[config.mk]
export PLATFORM = sky130hd
export DESIGN_NAME = shift_seq_ctrl
export DESIGN_NICKNAME = d
export VERILOG_FILES = /design/src/rtl/shift_seq_ctrl.sv
export SDC_FILE = /design/constraint.sdc
export NUM_CORES = 1
export LEC_CHECK = 0
export ABC_AREA = 1
export BUFFER_PORTS_ARGS = -buffer_cell sky130_fd_sc_hd__buf_2
export CAP_MARGIN = 10
export CORE_MARGIN = 4
export CORE_UTILIZATION = 46
export CTS_CLUSTER_DIAMETER = 50
export CTS_CLUSTER_SIZE = 24
export DETAILED_ROUTE_END_ITERATION = 10
export PLACE_DENSITY = 0.7
export SLEW_MARGIN = 30
export SYNTH_ARGS = -nofsm -noshare
export SYNTH_HDL_FRONTEND = slang
export SYNTH_SLANG_ARGS = --single-unit
[constraint.sdc]
create_clock -name clk -period 5.5 [get_ports clk]
set_clock_uncertainty 0.1 [all_clocks]
set_input_delay 0.825 -clock clk [delete_from_list [all_inputs] [get_ports clk]]
set_output_delay 0.825 -clock clk [all_outputs]
set_load 0.005 [all_outputs]
[src/rtl/shift_seq_ctrl.sv]
// shift_seq_ctrl: command-driven universal shift register / sequencer.
// Takes one command per valid/ready handshake. It then steps a WIDTH-bit
// register once per tick for the commanded count, and pulses done when the
// command completes.

// One register bit: picks its next value from the 2-bit mode select.
module shift_seq_bit (
    input  logic [1:0] sel,    // 00 hold, 01 take upper neighbour, 10 take lower neighbour, 11 load
    input  logic       cur,
    input  logic       hi_nb,
    input  logic       lo_nb,
    input  logic       ld,
    output logic       nxt
);
    // per-bit next-state mux
    always_comb begin
        nxt = cur;
        case (sel)
            2'b00:   nxt = cur;
            2'b01:   nxt = hi_nb;
            2'b10:   nxt = lo_nb;
            default: nxt = ld;
        endcase
    end
endmodule

module shift_seq_ctrl #(
    parameter int WIDTH = 8,
    parameter int CW    = 4
) (
    input  logic             clk,
    input  logic             reset,
    input  logic             tick,
    input  logic             cmd_valid,
    output logic             cmd_ready,
    input  logic [1:0]       cmd_mode,
    input  logic [CW-1:0]    cmd_count,
    input  logic             cmd_rotate,
    input  logic [WIDTH-1:0] load_data,
    input  logic             sin_r,
    input  logic             sin_l,
    output logic [WIDTH-1:0] q,
    output logic             sout,
    output logic             busy,
    output logic             done
);
    typedef enum logic [1:0] {S_IDLE, S_RUN, S_DONE} state_t;

    localparam logic [1:0] M_HOLD = 2'b00;
    localparam logic [1:0] M_SHR  = 2'b01;
    localparam logic [1:0] M_SHL  = 2'b10;
    localparam logic [1:0] M_LOAD = 2'b11;

    state_t            state_q, state_d;
    logic [WIDTH-1:0]  q_q, q_d;
    logic              sout_q, sout_d;
    logic [CW-1:0]     rem_q, rem_d;
    logic              left_q, left_d;
    logic              rot_q, rot_d;

    logic              accept;
    logic              step;
    logic [1:0]        bit_sel;
    logic              msb_in;
    logic              lsb_in;

    // A command is taken only in IDLE. A tick on that same edge is not a step,
    // because step needs state RUN.
    assign accept = (state_q == S_IDLE) && cmd_valid;
    assign step   = (state_q == S_RUN) && tick;

    // Bits entering the register ends come from the serial inputs, or from the
    // exiting bit when rotating.
    assign msb_in = rot_q ? q_q[0]       : sin_r;
    assign lsb_in = rot_q ? q_q[WIDTH-1] : sin_l;

    // Shared mode select for every bit: load on accept, shift on a RUN tick
    always_comb begin
        bit_sel = M_HOLD;
        if (accept && cmd_mode == M_LOAD)
            bit_sel = M_LOAD;
        else if (step)
            bit_sel = left_q ? M_SHL : M_SHR;
    end

    for (genvar i = 0; i < WIDTH; i++) begin : g_bit
        logic hi_nb;
        logic lo_nb;
        if (i == WIDTH - 1) begin : g_top
            assign hi_nb = msb_in;
        end else begin : g_mid_hi
            assign hi_nb = q_q[i+1];
        end
        if (i == 0) begin : g_bot
            assign lo_nb = lsb_in;
        end else begin : g_mid_lo
            assign lo_nb = q_q[i-1];
        end
        shift_seq_bit u_bit (
            .sel   (bit_sel),
            .cur   (q_q[i]),
            .hi_nb (hi_nb),
            .lo_nb (lo_nb),
            .ld    (load_data[i]),
            .nxt   (q_d[i])
        );
    end

    // Serial output captures the bit leaving the register on each step
    always_comb begin
        sout_d = sout_q;
        if (step)
            sout_d = left_q ? q_q[WIDTH-1] : q_q[0];
    end

    // Sequencer next state: command capture, step counting, one-cycle DONE
    always_comb begin
        state_d = state_q;
        rem_d   = rem_q;
        left_d  = left_q;
        rot_d   = rot_q;
        case (state_q)
            S_IDLE: begin
                if (cmd_valid) begin
                    rem_d  = cmd_count;
                    left_d = (cmd_mode == M_SHL);
                    rot_d  = cmd_rotate;
                    if ((cmd_mode == M_SHR || cmd_mode == M_SHL) && cmd_count != '0)
                        state_d = S_RUN;
                    else
                        state_d = S_DONE;
                end
            end
            S_RUN: begin
                if (tick) begin
                    rem_d = rem_q - CW'(1);
                    if (rem_q == CW'(1))
                        state_d = S_DONE;
                end
            end
            S_DONE:  state_d = S_IDLE;
            default: state_d = S_IDLE;
        endcase
    end

    // State and datapath registers; reset aborts any command in flight
    always_ff @(posedge clk or posedge reset) begin
        if (reset) begin
            state_q <= S_IDLE;
            q_q     <= '0;
            sout_q  <= 1'b0;
            rem_q   <= '0;
            left_q  <= 1'b0;
            rot_q   <= 1'b0;
        end else begin
            state_q <= state_d;
            q_q     <= q_d;
            sout_q  <= sout_d;
            rem_q   <= rem_d;
            left_q  <= left_d;
            rot_q   <= rot_d;
        end
    end

    assign q         = q_q;
    assign sout      = sout_q;
    assign cmd_ready = (state_q == S_IDLE);
    assign busy      = (state_q == S_RUN);
    assign done      = (state_q == S_DONE);

endmodule

**Yosys cells after proc, flatten, opt, wreduce, memory -nomap -nowiden**

Cells that the tools add are included.

- Register bits: 17
- Output and inout bits: 12
- Word-level logic and storage cells: 52
- Bits of input ports: 21

- Add/subtract/negate cells: 1
- Multiplexer cells: 22
- Reduce and logical (&&, ||, !) cells: 12
- Equal/unequal tests: 11

Operators by type and width:

| operator | number |
|---|---|
| $pmux 1 s3 | 8 |
| $mux 2 | 7 |
| $eq 2x2->1 const B | 4 |
| $mux 4 | 2 |
| $pmux 4 s2 | 1 |
| $eq 2x1->1 const B | 3 |
| $reduce_and 3->1 | 2 |
| $eq 4x1->1 const B | 1 |
| $logic_and 1x1->1 | 4 |
| $logic_not 2->1 | 2 |
| $ne 2x2->1 const B | 2 |
| $pmux 2 s2 | 1 |
| $reduce_bool 4->1 | 1 |
| $sub 4x1->4 const B | 1 |
| $mux 1 | 3 |
| $ne 2x1->1 const B | 1 |
| $reduce_and 2->1 | 1 |
| $reduce_bool 2->1 | 1 |
| $logic_or 1x1->1 | 1 |

**Depth between registers and ports, before layout**

- Word-level depth: 6
- Depth in mapped cells: 11
- Depth with buffers taken out: 10

**Hierarchy**

From an unflattened synthesis, not the netlist that was laid out.

- Cell total of the unflattened synthesis: 196
- Area, all modules: 1,236.2 µm²

Modules (own cells, without submodules):

| module | seq. area each (µm²) | times used | area each (µm²) | cells an instance |
|---|---|---|---|---|
| shift_seq_ctrl | 425.4 | 1 | 825.8 | 92 |
| shift_seq_bit | 0.0 | 8 | 51.3 | 13 |

**Worst setup path before layout**

Ideal clock, no wire load.

- Kind: input port to flip-flop
- Start: in tick
- End: reg q_q[5], in the netlist q[5]
- Setup slack: 3.242 ns
- Arrival time: 2.028 ns
- Path buffers: 1
- Stages on the path: 9
- Data required time: 5.270 ns
- Library setup time: 0.130 ns
- Path through: nand3_1 -> o22ai_1 -> inv_1 -> ha_1 -> buf_2 -> inv_2 -> nand3_1 -> o211ai_1 -> o21ai_0

- Cells in the longest elaborated chain, start to end: 5
- Elaborated cells between the ends (all ways): 7
- Those cells by class: eq/ne: 2; mux: 3; reduce/logical: 2

Ends and longest elaborated chain:

| element | RTL line | source |
|---|---|---|
| start, declared | 33 | `input logic tick,` |
| $logic_and 1x1->1 * | 70 | `assign step = (state_q == S_RUN) && tick;` |
| $mux 2 * | 82 | `else if (step)` |
| $mux 2 * | 80 | `if (accept && cmd_mode == M_LOAD)` |
| $eq 2x2->1, or another cell as far along | 18 | `case (sel)` |
| $pmux 1 s3 | 18 |  |
| end signal, assigned | 157 | `q_q <= q_d;` |
| end, declared | 55 | `logic [WIDTH-1:0] q_q, q_d;` |

Mark *: on every way between the ends. The rest lies on a longest branch, timed or not.
A chain may end at the register's enable or synchronous reset.

**Final worst setup path**

Ends and elaborated chain as after synthesis.

==> run_results.csv <==
group,metric,value,unit
finish,area_delta_synth_final,13.12,%
place,gpl.final_weighted_congestion,0.8234,
clock_tree,cts.htree.levels,1,
die,io_pins,33,
pwr,p_leak,0.7153,nW
synth,total_of_warnings_raised_by_yosys,0,
finish,share_of_final_layout_standard_cells_stronger_than_drive_strength_1,20.42,%
finish,diodes,0,
flow_run,max_cap_violations,0,
setup_path,setup.worst_path.class,"input port to register",
global_route,grt_first_pass_wirelength,4.236,mm
sta,report.final.slew_viol_count,0,
sta,final_min_period_over_clock_period,40.87,%
clock_tree,max-clock-path-buffers,2,
global_route,number_of_global_route_vias_before_repair,1057,
setup_path,setup.worst_path.end_class,"register",
routing,post_drt_via_cell_ratio,4.963,
global_route,grt_start_max_net_pins,18,
synth,flop_and_latch_count_out_of_synthesis,17,
sta,timing.final.setup_violations,0,
sta,whs,403.8,ps
sta,transition_at_the_pin_with_the_smallest_max_transition_slack,677.2,ps
setup_path,worst-endpoint-arrival,2310,ps
setup_path,crit_chain,"buf_2 -> nand3_1 -> o22ai_1 -> inv_1 -> ha_1 -> inv_2 -> nand3_1 -> o211ai_1 -> o21ai_0",
synth,synth_nets,193,
global_route,grt_overflow,0,
routing,dr_total_vias,1087,
clock_tree,ctsRootBufferMaster,"clkbuf_4",
setup_path,critical_path.max_fanout,9,
pwr,power_density,507.2,nW/um^2
die,die-width,58.08,um
clock_tree,skew_pair_late_insertion_delay,280,ps
global_route,antenna_found_initial,0,
clock_tree,total_clock_sinks,17,
finish,num-fill-cells,218,
global_route,globalRouteTotalUtil,15.81,%
routing,drt-pass1-iter-count,6,
routing,drt_iter0_markers,19,
setup_path,critical-path-slowest-cell,"ha_1",
setup_path,crit_required,5560,ps
finish,layout.area.seq,425.4,um^2
sta,fmax,444.9,MHz
run_status,status,"finished clean",
die,initial_cell_density_of_the_core,50.22,%
setup_path,crit_path_max_incr_delay,410,ps
synth,syn_inst,165,
clock_tree,postCtsSetupRepairBufs,0,
die,floorplan.core_area,2297,um^2
clock_tree,tritoncts.num_buffers,3,
routing,drc_errors,0,
setup_path,startpoint_type,"input port",
clock_tree,cts_tree,"done",
place,port-buffer-count,32,
synth,syn-mean-instance-area,6.992,um^2
routing,antenna_violating_nets_post_route,0,
synth,post_synth_num_cell_types,18,
min_path,worst_hold_path_type,"register to register",
die,rows,17,
sta,layout_min_cycle_time,2248,ps
place,dpl.hpwl,1.924,mm
finish,finish.net_count,220,
routing,routed_wire_length_per_instance,11.05,um
sta,rsz0062_at_grt,"false",
clock_tree,cts.repair.resized,0,
synth,syn_area,1154,um^2
routing,wl,2.421,mm
pwr,ir_drop,262.7,uV
sta,finalSetupTns,0,ps
setup_path,critical_path.most_common_cell,"nand3_1",
synth,ys_seq_area_share,36.88,%
die,die_height,58.08,um
sta,max_slew_margin,54.80,%
clock_tree,cts.reportedPaths.clkPinSlew,100,ps
finish,multi_input_area,553.0,um^2
sta,report.final.hold_viol_count,0,
clock_tree,holdBufCountCts,0,
die,die-area,3373,um^2
## final cells by class
| cell class | count | share of cell area, % |
|---|---|---|
| clock buffers | 4 | 2.013 |
| inverters | 28 | 8.054 |
| multi-input cells | 110 | 42.38 |
| flip-flops and latches | 17 | 32.60 |
| well taps | 28 | 2.685 |
| repair buffers | 32 | 12.27 |
## logic make-up (layout without fill, tap and decap cells)
kind of cell             count (synthesis)  count (layout)  share of synthesized area, %
flip-flops                              17              17                         36.88
buffers and inverters                   38              64                         15.18
XOR/XNOR                                 1               1                        0.7594
AND/OR/NAND/NOR                         71              71                         25.49
AO/OA/AOI/OAI                           31              31                         14.10
adder cells (fa/ha/maj)                  7               7                         7.592
## path summary, 6_finish.rpt
path                            cells after the start        to  startpoint  slack [ps]
worst max register to register                      9      q[5]  state_q[1]        3370
worst min register to register                      2      sout        sout         400
worst min-delay path                                2      sout        sout         400
worst max-delay path                                9      q[5]        tick        3250
min in group asynchronous                           2  rem_q[0]       reset         520
max in group asynchronous                           2      q[3]       reset        4350
## cell usage after synthesis (all sizes together)
master | instances | area (um^2)
ha | 7 | 87.58
xnor2 | 1 | 8.760
a21oi | 14 | 70.07
buf | 10 | 70.07
nand2 | 44 | 170.2
nand3 | 10 | 50.05
inv | 28 | 105.1
o211ai | 1 | 7.510
o21ai | 13 | 65.06
o22ai | 2 | 12.51
nand4 | 1 | 6.260
nor2 | 16 | 67.56
a22oi | 1 | 7.510
dfrtp | 17 | 425.4
## layer usage
layer | GRT usage [%] | part of all wire, % | wire [um] | vias to the layer above
li1 | - | - | - | 561
met1 | 18.50 | 44 | 1072 | 493
met2 | 28.06 | 48 | 1166 | 29
met3 | 3.118 | 6.2 | 150 | 4
met4 | 6.291 | 1.3 | 31 | 0
met5 | 0 | 0 | 0 | -
## through the flow
| stage | cells | setup WS, ps | instance area (um^2) | total power, mW | util (%) |
|---|---|---|---|---|---|
| 6_report | 219 | 3252 | 1305 | 0.6619 | 56.81 |
| 5_1_grt | 219 | 3139 | 1305 | 0.7380 | 56.81 |
| 4_1_cts | 219 | 3264 | 1305 | 0.6704 | 56.81 |
| 3_5_place_dp | 215 | 2943 | 1279 | 0.5996 | 55.66 |
| 3_3_place_gp | 215 | 3036 | 1279 | 0.5908 | 55.66 |
| 2_1_floorplan | 165 | 3242 | 1154 | 0.5273 | - |
## worst max-delay path: cells and delay by family
family          cells  cell delay, ps
compound gates      3             450
simple gates        2             270
buf+inv             3             360
fa+ha+maj           1             410
## report_power, final
part | total [mW] | switching (mW) | internal (mW)
Combinational | 0.354 | 0.214 | 0.140
Clock | 0.0672 | 0.0391 | 0.0281
Sequential | 0.241 | 0.0532 | 0.187
Total | 0.662 | 0.306 | 0.356
## layout by cell type (no fill, tap or decap)
cell type and n:
a22oi_1 1, a21oi_1 14, inv_1 27, nand4_1 1
dfrtp_1 17, nand2_2 2, o21ai_0 13, ha_1 7
nand3_1 10, clkbuf_4 3, o211ai_1 1, nor2_1 15
clkbuf_1 1, o22ai_1 2, nor2_4 1, nand2_1 42
inv_2 1, xnor2_1 1, buf_2 32
## state kept, by name, summed over array words and instances, names as in the netlist
register and flops:
left_q 1, q 8, rem_q 4, rot_q 1, sout 1, state_q 2
Power figures use the tool's default switching activity.
